==> src/rtl/hamiltonian_term_builder.sv <==
// Walks every site pair (i <= j) of a captured per-site charge structure and
// streams one Hamiltonian term for each pair whose two charges are both nonzero.
module hamiltonian_term_builder #(
    parameter int N_SITES = 8,
    parameter int Z_W     = 8,
    parameter int IDX_W   = $clog2(N_SITES),
    parameter int COEF_W  = 2 * Z_W,
    parameter int CNT_W   = $clog2(N_SITES * (N_SITES + 1) / 2 + 1)
) (
    input  logic                   clk,
    input  logic                   reset,
    input  logic [N_SITES*Z_W-1:0] molecular_structure,
    input  logic                   struct_valid,
    output logic                   struct_ready,
    output logic                   term_valid,
    input  logic                   term_ready,
    output logic [IDX_W-1:0]       term_i,
    output logic [IDX_W-1:0]       term_j,
    output logic [COEF_W-1:0]      term_coef,
    output logic [CNT_W-1:0]       term_count,
    output logic                   hamiltonian_ready,
    output logic                   empty_err
);

    typedef enum logic [1:0] {
        IDLE = 2'd0,
        SCAN = 2'd1,
        DONE = 2'd2
    } state_t;

    localparam logic [IDX_W-1:0] LAST_IDX = IDX_W'(N_SITES - 1);

    state_t                   state_r;
    logic [N_SITES*Z_W-1:0]   zs_r;
    logic [IDX_W-1:0]         i_r;
    logic [IDX_W-1:0]         j_r;

    logic                     accept_s;
    logic                     all_zero_s;
    logic                     last_s;
    logic                     stall_s;
    logic [N_SITES*Z_W-1:0]   src_s;
    logic [IDX_W-1:0]         ni_s;
    logic [IDX_W-1:0]         nj_s;
    logic [Z_W-1:0]           zi_s;
    logic [Z_W-1:0]           zj_s;
    logic                     emit_s;
    logic [COEF_W-1:0]        coef_s;

    function automatic logic [Z_W-1:0] site_field(input logic [N_SITES*Z_W-1:0] s,
                                                  input logic [IDX_W-1:0] idx);
        return s[int'(idx)*Z_W +: Z_W];
    endfunction

    // Next candidate pair and its term, taken from the incoming structure on acceptance.
    always_comb begin
        accept_s   = struct_valid && struct_ready;
        all_zero_s = (molecular_structure == '0);
        last_s     = (i_r == LAST_IDX) && (j_r == LAST_IDX);
        stall_s    = term_valid && !term_ready;
        src_s      = accept_s ? molecular_structure : zs_r;
        ni_s       = i_r;
        nj_s       = j_r;
        if (accept_s) begin
            ni_s = '0;
            nj_s = '0;
        end else if (j_r == LAST_IDX) begin
            ni_s = i_r + IDX_W'(1);
            nj_s = i_r + IDX_W'(1);
        end else begin
            ni_s = i_r;
            nj_s = j_r + IDX_W'(1);
        end
        zi_s   = site_field(src_s, ni_s);
        zj_s   = site_field(src_s, nj_s);
        emit_s = (zi_s != '0) && (zj_s != '0);
        if (ni_s == nj_s) begin
            coef_s = COEF_W'(zi_s);
        end else begin
            coef_s = COEF_W'(zi_s) * COEF_W'(zj_s);
        end
    end

    // Control FSM with all outputs registered.
    always_ff @(posedge clk or posedge reset) begin
        if (reset) begin
            state_r           <= IDLE;
            zs_r              <= '0;
            i_r               <= '0;
            j_r               <= '0;
            struct_ready      <= 1'b1;
            term_valid        <= 1'b0;
            term_i            <= '0;
            term_j            <= '0;
            term_coef         <= '0;
            term_count        <= '0;
            hamiltonian_ready <= 1'b0;
            empty_err         <= 1'b0;
        end else begin
            empty_err <= 1'b0;
            case (state_r)
                IDLE, DONE: begin
                    if (accept_s) begin
                        zs_r              <= molecular_structure;
                        term_count        <= '0;
                        hamiltonian_ready <= 1'b0;
                        i_r               <= '0;
                        j_r               <= '0;
                        if (all_zero_s) begin
                            state_r    <= IDLE;
                            empty_err  <= 1'b1;
                            term_valid <= 1'b0;
                        end else begin
                            state_r      <= SCAN;
                            struct_ready <= 1'b0;
                            term_valid   <= emit_s;
                            term_i       <= ni_s;
                            term_j       <= nj_s;
                            term_coef    <= coef_s;
                        end
                    end
                end
                SCAN: begin
                    // A presented term holds until taken; skipped candidates advance every cycle.
                    if (!stall_s) begin
                        if (term_valid) begin
                            term_count <= term_count + CNT_W'(1);
                        end
                        if (last_s) begin
                            state_r           <= DONE;
                            struct_ready      <= 1'b1;
                            hamiltonian_ready <= 1'b1;
                            term_valid        <= 1'b0;
                        end else begin
                            i_r        <= ni_s;
                            j_r        <= nj_s;
                            term_valid <= emit_s;
                            term_i     <= ni_s;
                            term_j     <= nj_s;
                            term_coef  <= coef_s;
                        end
                    end
                end
                default: begin
                    state_r      <= IDLE;
                    struct_ready <= 1'b1;
                    term_valid   <= 1'b0;
                end
            endcase
        end
    end

endmodule

==> config.mk <==
export PLATFORM = sky130hd
export DESIGN_NAME = hamiltonian_term_builder
export DESIGN_NICKNAME = d
export VERILOG_FILES = /design/src/rtl/hamiltonian_term_builder.sv
export SDC_FILE = /design/constraint.sdc
export NUM_CORES = 1
export LEC_CHECK = 0
export CORE_UTILIZATION = 61
export CTS_CLUSTER_DIAMETER = 100
export DETAILED_ROUTE_END_ITERATION = 6
export GPL_ROUTABILITY_DRIVEN = 1
export GPL_TIMING_DRIVEN = 0
export PLACE_DENSITY = 0.85
export SYNTH_ARGS = -nofsm -noshare
export SYNTH_HDL_FRONTEND = slang
export SYNTH_SLANG_ARGS = --single-unit
==> constraint.sdc <==
create_clock -name clk -period 9.1 [get_ports clk]
set_input_delay 1.82 -clock clk [delete_from_list [all_inputs] [get_ports clk]]
set_output_delay 1.82 -clock clk [all_outputs]
set_load 0.03 [all_outputs]
### Word-level counts from Yosys, hierarchy flattened

Index checks and enable logic that the tools add are counted.

| word-level totals | value |
|---|---|
| register bits | 104 |
| input bits | 68 |
| output and inout bits | 32 |
| logic and storage cells | 95 |

| operators by class | value |
|---|---|
| $add $sub $neg | 3 |
| multiply operators | 1 |
| eq/ne operators | 11 |
| shift operators | 2 |
| multiplexer cells | 48 |
| reduce and logical (&&, ||, !) cells | 18 |

Operator list:

| cell | count |
|---|---|
| $shiftx 64x7->8 | 2 |
| $mux 16 | 5 |
| $logic_not 64->1 | 1 |
| $mux 64 | 1 |
| $mux 3 | 13 |
| $pmux 16 s2 | 1 |
| $pmux 3 s2 | 4 |
| $mux 6 | 3 |
| $mul 8x8->16 | 1 |
| $reduce_and 4->1 | 4 |
| $reduce_bool 8->1 | 2 |
| $mux 1 | 13 |
| $ne 2x2->1 const B | 6 |
| $pmux 6 s2 | 1 |
| $add 3x1->3 const B | 2 |
| $add 6x1->6 const B | 1 |
| $eq 3x3->1 const B | 2 |
| $mux 2 | 3 |
| $pmux 1 s2 | 3 |
| $reduce_and 5->1 | 1 |
| $logic_and 1x1->1 | 4 |
| $pmux 2 s2 | 1 |
| $eq 3x3->1 | 1 |
| $reduce_and 3->1 | 1 |
| other kinds (7) | 7 |

### Logic depth before layout (Yosys ltp)

Gate-level depths: netlist of the first run.

| logic depth | value |
|---|---|
| word-level depth | 9 |
| gate-level depth with buffers | 25 |
| mapped depth without buffers | 23 |

### Worst setup path after synthesis of the first run

No wires, ideal clock.

| timing | value |
|---|---|
| path kind | in2reg |
| from | in struct_valid |
| to | reg term_coef[14] |
| library setup time | 0.069 ns |
| data arrival time | 6.867 ns |
| data required time | 9.031 ns |
| slack | 2.165 ns |
| cell stages on the path | 22 |
| path buffers | 3 |
| cells stage by stage | nand2_1 buf_2 buf_1 buf_2 nand4_1 o211ai_1 nand3_1 or2_1 fa_1 fa_1 inv_1 fa_1 inv_1 fa_1 inv_1 ha_1 or3_1 o21ai_0 a211oi_1 nor3_1 or4_1 nand3_1 |

| between the ends | value |
|---|---|
| cells in the longest elaborated chain, start to end | 8 |
| elaborated cells between the ends (all ways) | 16 |
| classes of those cells | mul (1); eq/ne (2); shift (2); mux (9); reduce/logical (2) |

Ends and longest elaborated chain:

| element | RTL line | source |
|---|---|---|
| start, declared | 13 | `input logic struct_valid,` |
| $logic_and 1x1->1 * | 57 | `accept_s = struct_valid && struct_ready;` |
| $mux 64 / $mux 3 (equally long branches) | - |  |
| $shiftx 64x7->8 | 52 | `return s[int'(idx)*Z_W +: Z_W];` |
| $mul 8x8->16 | 80 | `coef_s = COEF_W'(zi_s) * COEF_W'(zj_s);` |
| $mux 16 | 77 | `if (ni_s == nj_s) begin` |
| $mux 16, on equally long branches | 129, 109 |  |
| $mux 16, on equally long branches | 125, 103 |  |
| $pmux 16 s2 | 101 | `case (state_r)` |
| end signal, assigned | 119 | `term_coef <= coef_s;` |
| end signal, assigned | 140 | `term_coef <= coef_s;` |
| end, declared | 19 | `output logic [COEF_W-1:0] term_coef,` |

Mark *: on every way between the ends. The rest lies on a longest branch, timed or not. The select of a mux whose other input is x is not followed.
A chain may end at the register's enable or synchronous reset.

### Final worst setup path of the first run

Same ends and word-level chain as after synthesis.

==> results of run 1 <==
## path summary, 6_finish.rpt
| path | slack (ns) | to | cells past startpoint | start |
|---|---|---|---|---|
| setup / recovery | 1.04 | term_coef[14] | 22 | struct_valid |
| hold / removal | 0.48 | term_i[0] | 2 | term_i[0] |
| setup reg to reg | 1.98 | term_coef[14] | 23 | j_r[0] |
| hold reg to reg | 0.48 | term_i[0] | 2 | term_i[0] |
| max in group asynchronous | 6.57 | zs_r[19] | 3 | reset |
| min in group asynchronous | 1.84 | term_count[5] | 2 | reset |
## state kept, by name (all words and copies together), names as in the netlist, 2 cells and up
signal      cells
i_r             3
j_r             3
state_r         2
term_coef      16
term_count      6
term_i          3
term_j          3
zs_r           64
## final cells by class
type                    count  area (µm²)  area share, %
clock inverters             5        66.3          0.712
clock buffers               9         225           2.42
well taps                 168         210           2.26
flip-flops and latches    104        2600           27.9
multi-input cells         565        4820           51.7
plain buffers              29         175           1.88
inverters                  52         198           2.12
repair buffers            100        1020           10.9
## where the power goes
part | total [mW] | switching, mW | leakage (nW) | internal [mW]
sequential | 0.462 | 0 | 1.45 | 0.462
clock | 0.393 | 0.179 | 0.140 | 0.214
combinational | 0.0493 | 0.0213 | 2.93 | 0.0280
## cell usage in the layout, fill, tap and decap left out, types with 10 or more instances in the layout
cell type	Yosys	final
and2_1	12	12
o21ai_1	10	10
nand2_1	57	57
nor4_1	19	19
inv_1	52	51
mux2_2	69	69
nor2_1	43	43
ha_1	42	42
o21ai_0	21	21
nor3_1	30	30
mux2i_1	41	41
dfrtp_1	103	103
buf_2	14	14
fa_1	36	36
nor2b_1	14	14
clkdlybuf4s50_1	0	99
nand3_1	16	16
a21oi_1	16	16
nand2b_1	14	14
## logic make-up after synthesis
logic type	Yosys count
AOI/OAI and AO/OA	113
xor gates and xnor gates	13
adders and majority gates	78
buffers and inverters	81
DFF	104
muxes	125
and+or+nand+nor	236
## synth_stat cells (all sizes together) (2+ instances only)
master	count	share of area, %
dfrtp	103	33
mux2	75	11
nand2	58	2.9
inv	52	2.5
nor2	46	2.3
ha	42	6.7
mux2i	42	5.4
fa	36	9.2
o21ai	31	2.0
nor3	30	1.9
buf	24	2.0
nor4	19	1.5
nand3	17	1.2
a21oi	16	1.0
nand2b	14	1.1
nor2b	14	1.1
and2	12	0.96
nand4	9	0.72
xor2	9	1.0
a21o	8	0.77
a221oi	8	1.5
mux4	8	2.3
o211ai	7	0.67
or2	7	0.56
o31ai	6	0.58
a31oi	5	0.40
clkbuf	5	0.24
or3	5	0.40
a211oi	4	0.39
a22oi	4	0.39
a311oi	4	0.45
o22ai	4	0.48
xnor2	4	0.45
a2111oi	3	0.42
a211o	3	0.34
and3	3	0.24
o21a	3	0.29
a32o	2	0.26
o22a	2	0.22
or4	2	0.19
## stage by stage
stage          instances  cell area [µm²]
3_3_place_gp        1017             8990
4_1_cts             1032             9320
5_1_grt             1032             9320
2_1_floorplan        750             7790
3_5_place_dp        1018             9020
6_report            1032             9320
## per-layer routing
metal | vias up | global-route usage [%] | part of all wire, %
met1 | 3200 | 44.9 | 41
met5 | - | 0 | 0
met4 | 0 | 15.6 | 3.2
met2 | 331 | 59.3 | 49
li1 | 2908 | - | -
met3 | 54 | 5.38 | 6.7
## critical path, stage by stage
cell and delay (ns):
clkdlybuf4s50_1 0.49, and2_1 0.16, buf_2 0.24, buf_1 0.50, nor3_1 0.24, a22oi_1 0.25
o211ai_1 0.43, or2_1 0.40, fa_1 0.49, fa_1 0.54, inv_1 0.06, fa_1 0.54
inv_1 0.06, fa_1 0.52, inv_1 0.04, ha_1 0.32, or3_1 0.11, o21ai_0 0.12
a211oi_1 0.36, nor3_1 0.12, or4_1 0.47, nand3_1 0.07
==> results.py, run 1 <==
metrics = {
    "hold_path": {
        "hold_class": "flip-flop to flip-flop",
    },
    "global_route": {
        "gr-usage-all-layers_pct": 35.1,
        "grt_pass1_vias": 6748,
        "antenna_found_initial": 0,
        "grt_overflow": 0,
        "grt_max_degree": 65,
        "grt_pass1_wl_mm": 35.1,
    },
    "logic_synthesis": {
        "ys_ff_latch": 104,
        "yosysWarnings": 0,
        "synthArstFlopShare_pct": 100,
        "synth_mux_area_share_pct": 18.6,
        "yosys.area_share.adder_pct": 16.0,
        "synth-xor-area-share_pct": 1.46,
        "syn-num-nets": 896,
        "synth_simple_gate_area_share_pct": 15.1,
        "synth_cells": 750,
        "synth_compound_area_share_pct": 10.6,
        "syn_avg_cell_area_um2": 10.4,
        "synth_top_family_by_area": "multiplexers",
        "synth_cell_types": 59,
        "seq_area_frac_synth_pct": 33.4,
        "ys.flop_type": "dfrtp_1",
        "synth_edf_count": 0,
        "syn-cell-area_um2": 7790,
    },
    "detailed_routing": {
        "drc": 0,
        "ant_nets": 0,
        "num_vias": 6493,
        "routedWlPerCell_um": 20.9,
        "drt-vias-per-instance": 6.29,
        "wl_mm": 21.5,
        "drt_iter0_drc": 563,
        "drt_first_pass_iters": 5,
    },
    "sta": {
        "timing.final.crit_share_pct": 88.6,
        "grt_setup_unrepaired": "no",
        "worst_slew_pin_slew_ns": 1.09,
        "finalHoldViolations": 0,
        "layout_min_cycle_time_ns": 8.06,
        "worst_hold_slack_ns": 0.480,
        "report.final.setup_viol": 0,
        "setup_slack_ns": 1.04,
        "drv_slew": 0,
        "skew_ns": 0.00953,
        "maxSlewHeadroom_pct": 27.1,
        "fin_setup_tns_ns": 0,
        "max_freq_ghz": 0.124,
    },
    "setup_path": {
        "cp.required_ns": 9.39,
        "cp_max_fo": 10,
        "start_kind": "input pin",
        "critPathArrivalTime_ns": 8.35,
        "critical_path_class": "input pin to flip-flop",
        "end_kind": "flip-flop",
    },
    "die": {
        "fp.dieH_um": 115,
        "coreArea_um2": 12200,
        "io_pins": 100,
        "start_util_pct": 63.8,
        "dieArea_um2": 13200,
        "fp-row-count": 40,
        "fp.dieW_um": 115,
    },
    "clock_tree": {
        "clk_path_buf_depth": 2,
        "clkTransAtPathRegs_ns": 0.07,
        "clkSinkCount": 104,
        "clock_latency_ns": 0.36,
        "htree_num_levels": 3,
        "cts_setup_buffers": 0,
        "cts_made_buffers": 9,
        "cts-root-buf": "clkbuf_16",
        "cts_resized": 0,
        "tritoncts": "done",
        "ctsHoldBuffers": 0,
    },
    "run_status": {
        "status": "completed",
    },
    "cells_and_area": {
        "area_growth_pct": 19.5,
        "fillerInstances": 902,
        "diodes": 0,
        "finalNetCount": 1007,
        "drive_gt1_share_pct": 15.5,
        "fin_util_pct": 76.3,
    },
    "place": {
        "dp_hpwl_mm": 17.0,
        "io_buffers": 99,
        "preCtsSetupSlack_ns": 0.805,
        "gp_congestion": 0.902,
    },
    "job": {
        "cap_violations": 0,
    },
    "pwr": {
        "p_per_area_nw_per_um2": 97.1,
        "vdd_ir_drop_max_mv": 0.132,
        "power.total_uw": 904,
        "leakage_nw": 4.52,
    },
}
(Power assumes the default switching activity.)
==> run 2: changes to the inputs <==
--- a/config.mk
+++ b/config.mk
@@ -14,3 +14,4 @@
 export SYNTH_ARGS = -nofsm -noshare
 export SYNTH_HDL_FRONTEND = slang
 export SYNTH_SLANG_ARGS = --single-unit
+export TNS_END_PERCENT = 100
==> results of run 2 <==
Final layout, timing and power as in run 1 (identical DEF).
